### src/rtl/stream_sel_pkg.sv
// Shared types and helpers for the stream select arbiter slice.
// The FSM state type and the channel-index width helper live here.
package stream_sel_pkg;

  typedef enum logic [0:0] {
    ST_IDLE   = 1'b0,
    ST_LOCKED = 1'b1
  } state_t;

  // Channel index width; never below 1 so index ports stay legal.
  function automatic int sel_w(input int n);
    return (n <= 2) ? 1 : $clog2(n);
  endfunction

endpackage

### src/rtl/stream_select_arb_if.sv
// Stream bundle between N producers, the arbiter and one consumer.
// The slave modport is the arbiter's view of the bundle; the master modport is the environment's view.
interface stream_select_arb_if
  import stream_sel_pkg::*;
#(
  parameter int NUM_CH = 4,
  parameter int DATA_W = 8
);
  localparam int SEL_W = sel_w(NUM_CH);

  logic [NUM_CH*DATA_W-1:0] in_data;
  logic [NUM_CH-1:0]        in_valid;
  logic [NUM_CH-1:0]        in_last;
  logic [NUM_CH-1:0]        in_ready;
  logic [DATA_W-1:0]        out_data;
  logic                     out_valid;
  logic                     out_last;
  logic [SEL_W-1:0]         out_ch;
  logic                     out_ready;

  modport slave (
    input  in_data, in_valid, in_last, out_ready,
    output in_ready, out_data, out_valid, out_last, out_ch
  );

  modport master (
    output in_data, in_valid, in_last, out_ready,
    input  in_ready, out_data, out_valid, out_last, out_ch
  );
endinterface

### src/rtl/rr_arbiter.sv
// Combinational rotating-priority search: the first requester at or after ptr wins.
// Produces a one-hot grant, the winning index and an any-grant flag.
module rr_arbiter
  import stream_sel_pkg::*;
#(
  parameter  int NUM_CH = 4,
  localparam int SEL_W  = sel_w(NUM_CH)
) (
  input  logic [NUM_CH-1:0] req,
  input  logic [SEL_W-1:0]  ptr,
  output logic [NUM_CH-1:0] gnt,
  output logic [SEL_W-1:0]  gnt_idx,
  output logic              gnt_any
);

  // NOTE: every output gets a default at the top of always_comb so no path leaves it unassigned (no latch).
  always_comb begin
    gnt     = '0;
    gnt_idx = '0;
    gnt_any = 1'b0;
    for (int k = 0; k < NUM_CH; k++) begin
      int idx;
      idx = int'(ptr) + k;
      if (idx >= NUM_CH) idx = idx - NUM_CH;
      if (!gnt_any && req[idx]) begin
        gnt_any = 1'b1;
        gnt_idx = SEL_W'(idx);
      end
    end
    if (gnt_any) gnt[gnt_idx] = 1'b1;
  end

endmodule

### src/rtl/stream_select_arb.sv
// N-channel registered stream arbiter with valid/ready backpressure and packet locking.
// Fixed-select or round-robin grant while idle; a started packet holds its channel until last.
module stream_select_arb
  import stream_sel_pkg::*;
#(
  parameter int NUM_CH = 4,
  parameter int DATA_W = 8
) (
  input  logic                       clk,
  input  logic                       rst,
  input  logic                       mode,
  input  logic [sel_w(NUM_CH)-1:0]   sel,
  stream_select_arb_if.slave         bus
);

  localparam int SEL_W = sel_w(NUM_CH);

  state_t            state;
  logic [SEL_W-1:0]  lock_ch;
  logic [SEL_W-1:0]  rr_ptr;

  logic [NUM_CH-1:0] rr_gnt;
  logic [SEL_W-1:0]  rr_idx;
  logic              rr_any;

  logic [NUM_CH-1:0] grant_vec;
  logic [SEL_W-1:0]  grant_idx;
  logic              load;
  logic              accept;
  logic              acc_last;
  logic [DATA_W-1:0] acc_data;

  rr_arbiter #(.NUM_CH(NUM_CH)) u_rr (
    .req     (bus.in_valid),
    .ptr     (rr_ptr),
    .gnt     (rr_gnt),
    .gnt_idx (rr_idx),
    .gnt_any (rr_any)
  );

  // The output register can take a beat when empty or draining this cycle.
  assign load = !bus.out_valid || bus.out_ready;

  always_comb begin
    grant_vec = '0;
    grant_idx = '0;
    if (state == ST_LOCKED) begin
      grant_idx            = lock_ch;
      grant_vec[lock_ch]   = 1'b1;
    end else if (mode) begin
      grant_idx = rr_idx;
      grant_vec = rr_any ? rr_gnt : '0;
    end else begin
      // Comparing against each legal index keeps an out-of-range sel from ever granting.
      for (int i = 0; i < NUM_CH; i++) begin
        if (sel == SEL_W'(i) && bus.in_valid[i]) begin
          grant_idx    = sel;
          grant_vec[i] = 1'b1;
        end
      end
    end
  end

  assign bus.in_ready = (load && !rst) ? grant_vec : '0;
  assign accept       = |(bus.in_valid & bus.in_ready);
  assign acc_last     = bus.in_last[grant_idx];
  assign acc_data     = bus.in_data[grant_idx*DATA_W +: DATA_W];

  // NOTE: sequential state uses non-blocking assignments so every register samples pre-edge values.
  always_ff @(posedge clk) begin
    if (rst) begin
      // NOTE: only control and output registers are reset; there is no storage array here to clear.
      state         <= ST_IDLE;
      lock_ch       <= '0;
      rr_ptr        <= '0;
      bus.out_valid <= 1'b0;
      bus.out_data  <= '0;
      bus.out_last  <= 1'b0;
      bus.out_ch    <= '0;
    end else begin
      if (load) begin
        bus.out_valid <= accept;
        if (accept) begin
          bus.out_data <= acc_data;
          bus.out_last <= acc_last;
          bus.out_ch   <= grant_idx;
        end
      end
      if (accept) begin
        if (acc_last) begin
          state <= ST_IDLE;
          if (mode)
            rr_ptr <= (grant_idx == SEL_W'(NUM_CH - 1)) ? '0 : grant_idx + 1'b1;
        end else begin
          state   <= ST_LOCKED;
          lock_ch <= grant_idx;
        end
      end
    end
  end

endmodule

### src/flat_wrapper.sv
// flat-port wrapper written by rule: the top's interface ports become plain ports
module stream_select_arb_flat import stream_sel_pkg::*;
#(
  parameter int NUM_CH = 4,
  parameter int DATA_W = 8
)
  (clk, rst, mode, sel, bus_in_data, bus_in_valid, bus_in_last, bus_out_ready, bus_in_ready, bus_out_data, bus_out_valid, bus_out_last, bus_out_ch);
  stream_select_arb_if #(.NUM_CH(NUM_CH), .DATA_W(DATA_W)) bus_i ();
  input  logic clk;
  input  logic rst;
  input  logic mode;
  input  logic [sel_w(NUM_CH)-1:0] sel;
  input wire logic [$bits(bus_i.in_data)-1:0] bus_in_data;
  input wire logic [$bits(bus_i.in_valid)-1:0] bus_in_valid;
  input wire logic [$bits(bus_i.in_last)-1:0] bus_in_last;
  input wire logic [$bits(bus_i.out_ready)-1:0] bus_out_ready;
  output wire logic [$bits(bus_i.in_ready)-1:0] bus_in_ready;
  output wire logic [$bits(bus_i.out_data)-1:0] bus_out_data;
  output wire logic [$bits(bus_i.out_valid)-1:0] bus_out_valid;
  output wire logic [$bits(bus_i.out_last)-1:0] bus_out_last;
  output wire logic [$bits(bus_i.out_ch)-1:0] bus_out_ch;
  assign bus_i.in_data = bus_in_data;
  assign bus_i.in_valid = bus_in_valid;
  assign bus_i.in_last = bus_in_last;
  assign bus_i.out_ready = bus_out_ready;
  assign bus_in_ready = bus_i.in_ready;
  assign bus_out_data = bus_i.out_data;
  assign bus_out_valid = bus_i.out_valid;
  assign bus_out_last = bus_i.out_last;
  assign bus_out_ch = bus_i.out_ch;
  stream_select_arb #(.NUM_CH(NUM_CH), .DATA_W(DATA_W)) u_core (.clk(clk), .rst(rst), .mode(mode), .sel(sel), .bus(bus_i));
endmodule
### config.mk
export PLATFORM = sky130hd
export DESIGN_NAME = stream_select_arb_flat
export DESIGN_NICKNAME = d
export VERILOG_FILES = /design/src/rtl/stream_sel_pkg.sv /design/src/rtl/stream_select_arb_if.sv /design/src/rtl/rr_arbiter.sv /design/src/rtl/stream_select_arb.sv /design/src/flat_wrapper.sv
export SDC_FILE = /design/constraint.sdc
export NUM_CORES = 1
export LEC_CHECK = 0
export CAP_MARGIN = 40
export CORE_MARGIN = 10
export CORE_UTILIZATION = 46
export DETAILED_ROUTE_END_ITERATION = 16
export PLACE_DENSITY_LB_ADDON = 0.12
export REMOVE_ABC_BUFFERS = 1
export SLEW_MARGIN = 0
export SYNTH_ARGS = -nofsm -noshare
export SYNTH_HDL_FRONTEND = slang
export SYNTH_HIERARCHICAL = 1
export SYNTH_SLANG_ARGS = --single-unit
### constraint.sdc
create_clock -name clk -period 6.2 [get_ports clk]
set_input_delay 1.24 -clock clk [delete_from_list [all_inputs] [get_ports clk]]
set_output_delay 1.24 -clock clk [all_outputs]
set_load 0.01 [all_outputs]
==> summary.md <==
| Metric | Value |
|---|---|
| CP Launch Type | primary input |
| Vias in the first global route | ~1500 |
| Final Non-Filler Cells | between 200 and 300 |
| Worst IR Drop VDD | about 0.1 mV |
| Multi-input gate area in the final layout | roughly 1000 µm² |
| DR vias | 1534 |
| Post-synth EDFFs | 0 |
| CTS Sinks | 17 |
| Area after DPL | between 2000 and 2500 µm² |
| Syn_area_per_cell | just over 8 µm² |
| Post-DP HPWL | ~3400 µm |
| Tcrit/Tclk final | 0.754 |
| Initial core utilization | 0.481 |
| CTS tree | built |
| Max_cap viols | 0 |
| Top achievable clock speed | between 200 and 250 MHz |
| IO buf count | 61 |
| Min Tclk post-route | between 4000 and 5000 ps |
| Die Y-Extent | roughly 77 µm |
| Final Hold Viols | 0 |
| Placed cells | 273 |
| Routed Antenna Nets | 0 |
| Pwr Density | roughly 170 nW/µm² |
| CTS buffer count | 3 |
| RePlAce Congestion | roughly 0.88 |
| Synth-to-Final Area Change | 41.8% |
| H-tree levels | 1 |
| I/O pin total | slightly above 60 |
| Cell Rows | 20 |
| Data arrival time of the worst path | around 3400 ps |
| First-pass GRT wire length | 6970 µm |
| Nets | between 200 and 300 |
| Post-DR vias/cell | 5.54 |
| Setup Fix Bufs, Post-CTS | 0 |
| Ys flop type | dfxtp_1 |
| DRC Markers | 0 |
| Setup violators final | 0 |
| Worst-path maximum fanout | 13 |
| Clock slew seen by the registers of the worst setup and hold paths | around 100 ps |
| Static leakage | between 0.7 and 0.8 nW |
| CTS Hold Bufs | 0 |
| Synth cell types | 51 |
| Mapped Cells | 180 |
| Die X | around 77 µm |
| Class of the worst hold path | register to register |
| Worst Max-Slew Pin Slew | 798 ps |
| Cell area after synthesis | 1470 µm² |
| Critical path endpoint category | output pin |
| Design area | approximately 2100 µm² |
| Cts repair resizes | 0 |
| Req. time, crit path | 4960 ps |
| Storage cell area | 340 µm² |
| RSZ-0062 raised after global routing | false |
| WS Path Type | primary input to output pin |
| Core footprint | 3050 µm² |
| Initial antenna violation count | 0 |
| Yosys reg bits | 17 |
| DIE AREA | ~6000 µm² |
| Run status | finished, final reports clean |
| Final WL | 4340 µm |
| Overall power | 0.352 mW |
| Ys Warns | 6 |
| Worst-skew pair later-pin latency | 290 ps |
| WL per Instance | ~16 µm |
| Ant. Diodes | 0 |
| Pin count of the biggest net entering global routing | 23 |
| FFs w/ async S/R, synth | 0 |
| Filler instances | ~280 |
| Global-route usage over all layers | 0.140 |
| Share of cells above drive strength 1 | 0.0901 |
| Total congestion overflow | 0 |
| Sequential share of the synthesized area | 0.232 |
| Pre-Repair DR Iteration Count | 4 |
| Worst Skew | ~2.1 ps |
| Final setup TNS | 0 ps |
| Relative slew slack | 0.465 |
| Clock Root Buffer | clkbuf_4 |
| Drt initial violations | 172 |
| Clock Path Buffers | 2 |
| Max-slew violation count | 0 |
==> critical path: stages <==
cell	delay (ps)
clkdlybuf4s50_1	650
o21ai_0	280
a22o_1	150
and2_1	110
nand3_1	80
o22ai_1	200
a21oi_1	70
nor2_1	100
clkdlybuf4s50_1	550
==> final cells by class <==
type,count,share of cell area
clock buffers,4,0.0126
inverters,8,0.0144
well taps,44,0.0264
multi-input cells,141,0.483
repair buffers,63,0.300
flip-flops and latches,17,0.163
==> path summary, 6_finish.rpt <==
kind	depth (start not counted)	slack (ps)	startpoint	endpoint
worst min-delay path	2	460	u_core/bus.out_data[6]	u_core/bus.out_data[6]
worst max-delay path	9	1520	bus_in_valid[2]	bus_in_ready[0]
worst max register to register	9	3270	u_core/rr_ptr[1]	u_core/lock_ch[0]
worst min register to register	2	460	u_core/bus.out_data[6]	u_core/bus.out_data[6]
==> power breakdown <==
| part | switching, mW | internal (mW) | leakage [nW] |
|---|---|---|---|
| combinational | 0.0748 | 0.0883 | 0.625 |
| clock | 0.0352 | 0.0250 | 0.0150 |
| sequential | 0.00947 | 0.120 | 0.138 |
==> kinds of logic (layout without fill, tap and decap cells) <==
| kind of cell | count (synthesis) | after routing | synth area share |
|---|---|---|---|
| buffers and inverters | 22 | 75 | 0.0911 |
| AO/OA/AOI/OAI | 53 | 53 | 0.261 |
| AND/OR/NAND/NOR | 60 | 60 | 0.211 |
| flip-flops | 17 | 17 | 0.232 |
| XOR/XNOR | 1 | 1 | 0.00596 |
| multiplexers | 27 | 27 | 0.199 |
==> registers in the layout, summed over array words and instances (netlist names) <==
name / flops
u_core/rr_ptr: 2
u_core/bus.out_ch: 2
u_core/bus.out_data: 8
u_core/state: 1
u_core/bus.out_last: 1
u_core/lock_ch: 2
u_core/bus.out_valid: 1
==> through the flow <==
| step | hold slack (ps) | setup slack (ps) | utilization |
|---|---|---|---|
| 2_1_floorplan | 456 | 2500 | - |
| 3_3_place_gp | 438 | 1550 | 0.674 |
| 3_5_place_dp | 445 | 1550 | 0.674 |
| 4_1_cts | 458 | 1540 | 0.682 |
| 5_1_grt | 501 | 1320 | 0.682 |
| 6_report | 457 | 1520 | 0.682 |
==> cells in the mapped netlist, types with 2 or more instances <==
cell      instances  area, µm²
a21oi_1          21        105
nor2_1           20       75.1
mux2i_1          18        180
dfxtp_1          17        340
nand2_1          14       52.6
inv_1             8       30.0
a211o_1           7       61.3
buf_2             6       30.0
mux2_2            6       67.6
o21ai_0           5       25.0
nand3_1           4       20.0
clkbuf_1          3       11.3
nand2b_1          3       18.8
a211oi_1          2       15.0
and4b_1           2       20.0
buf_6             2       22.5
mux2_1            2       22.5
nand3b_1          2       15.0
o221a_2           2       22.5
o221ai_1          2       17.5
o22a_1            2       17.5
or2_1             2       12.5
or2_2             2       12.5
==> layout by cell type (no fill, tap or decap), types with 4 or more instances in the layout <==
cell type        count
clkdlybuf4s50_1     61
a21oi_1             21
nor2_1              20
mux2i_1             18
dfxtp_1             17
nand2_1             14
inv_1                8
a211o_1              7
mux2_2               6
o21ai_0              5
nand3_1              4
==> routing by layer <==
layer	global-route usage	wire length, µm
met1	0.164	1900
met2	0.232	2100
met3	0.0554	330
met4	0.0372	18
met5	0	0
(Power assumes the default switching activity.)
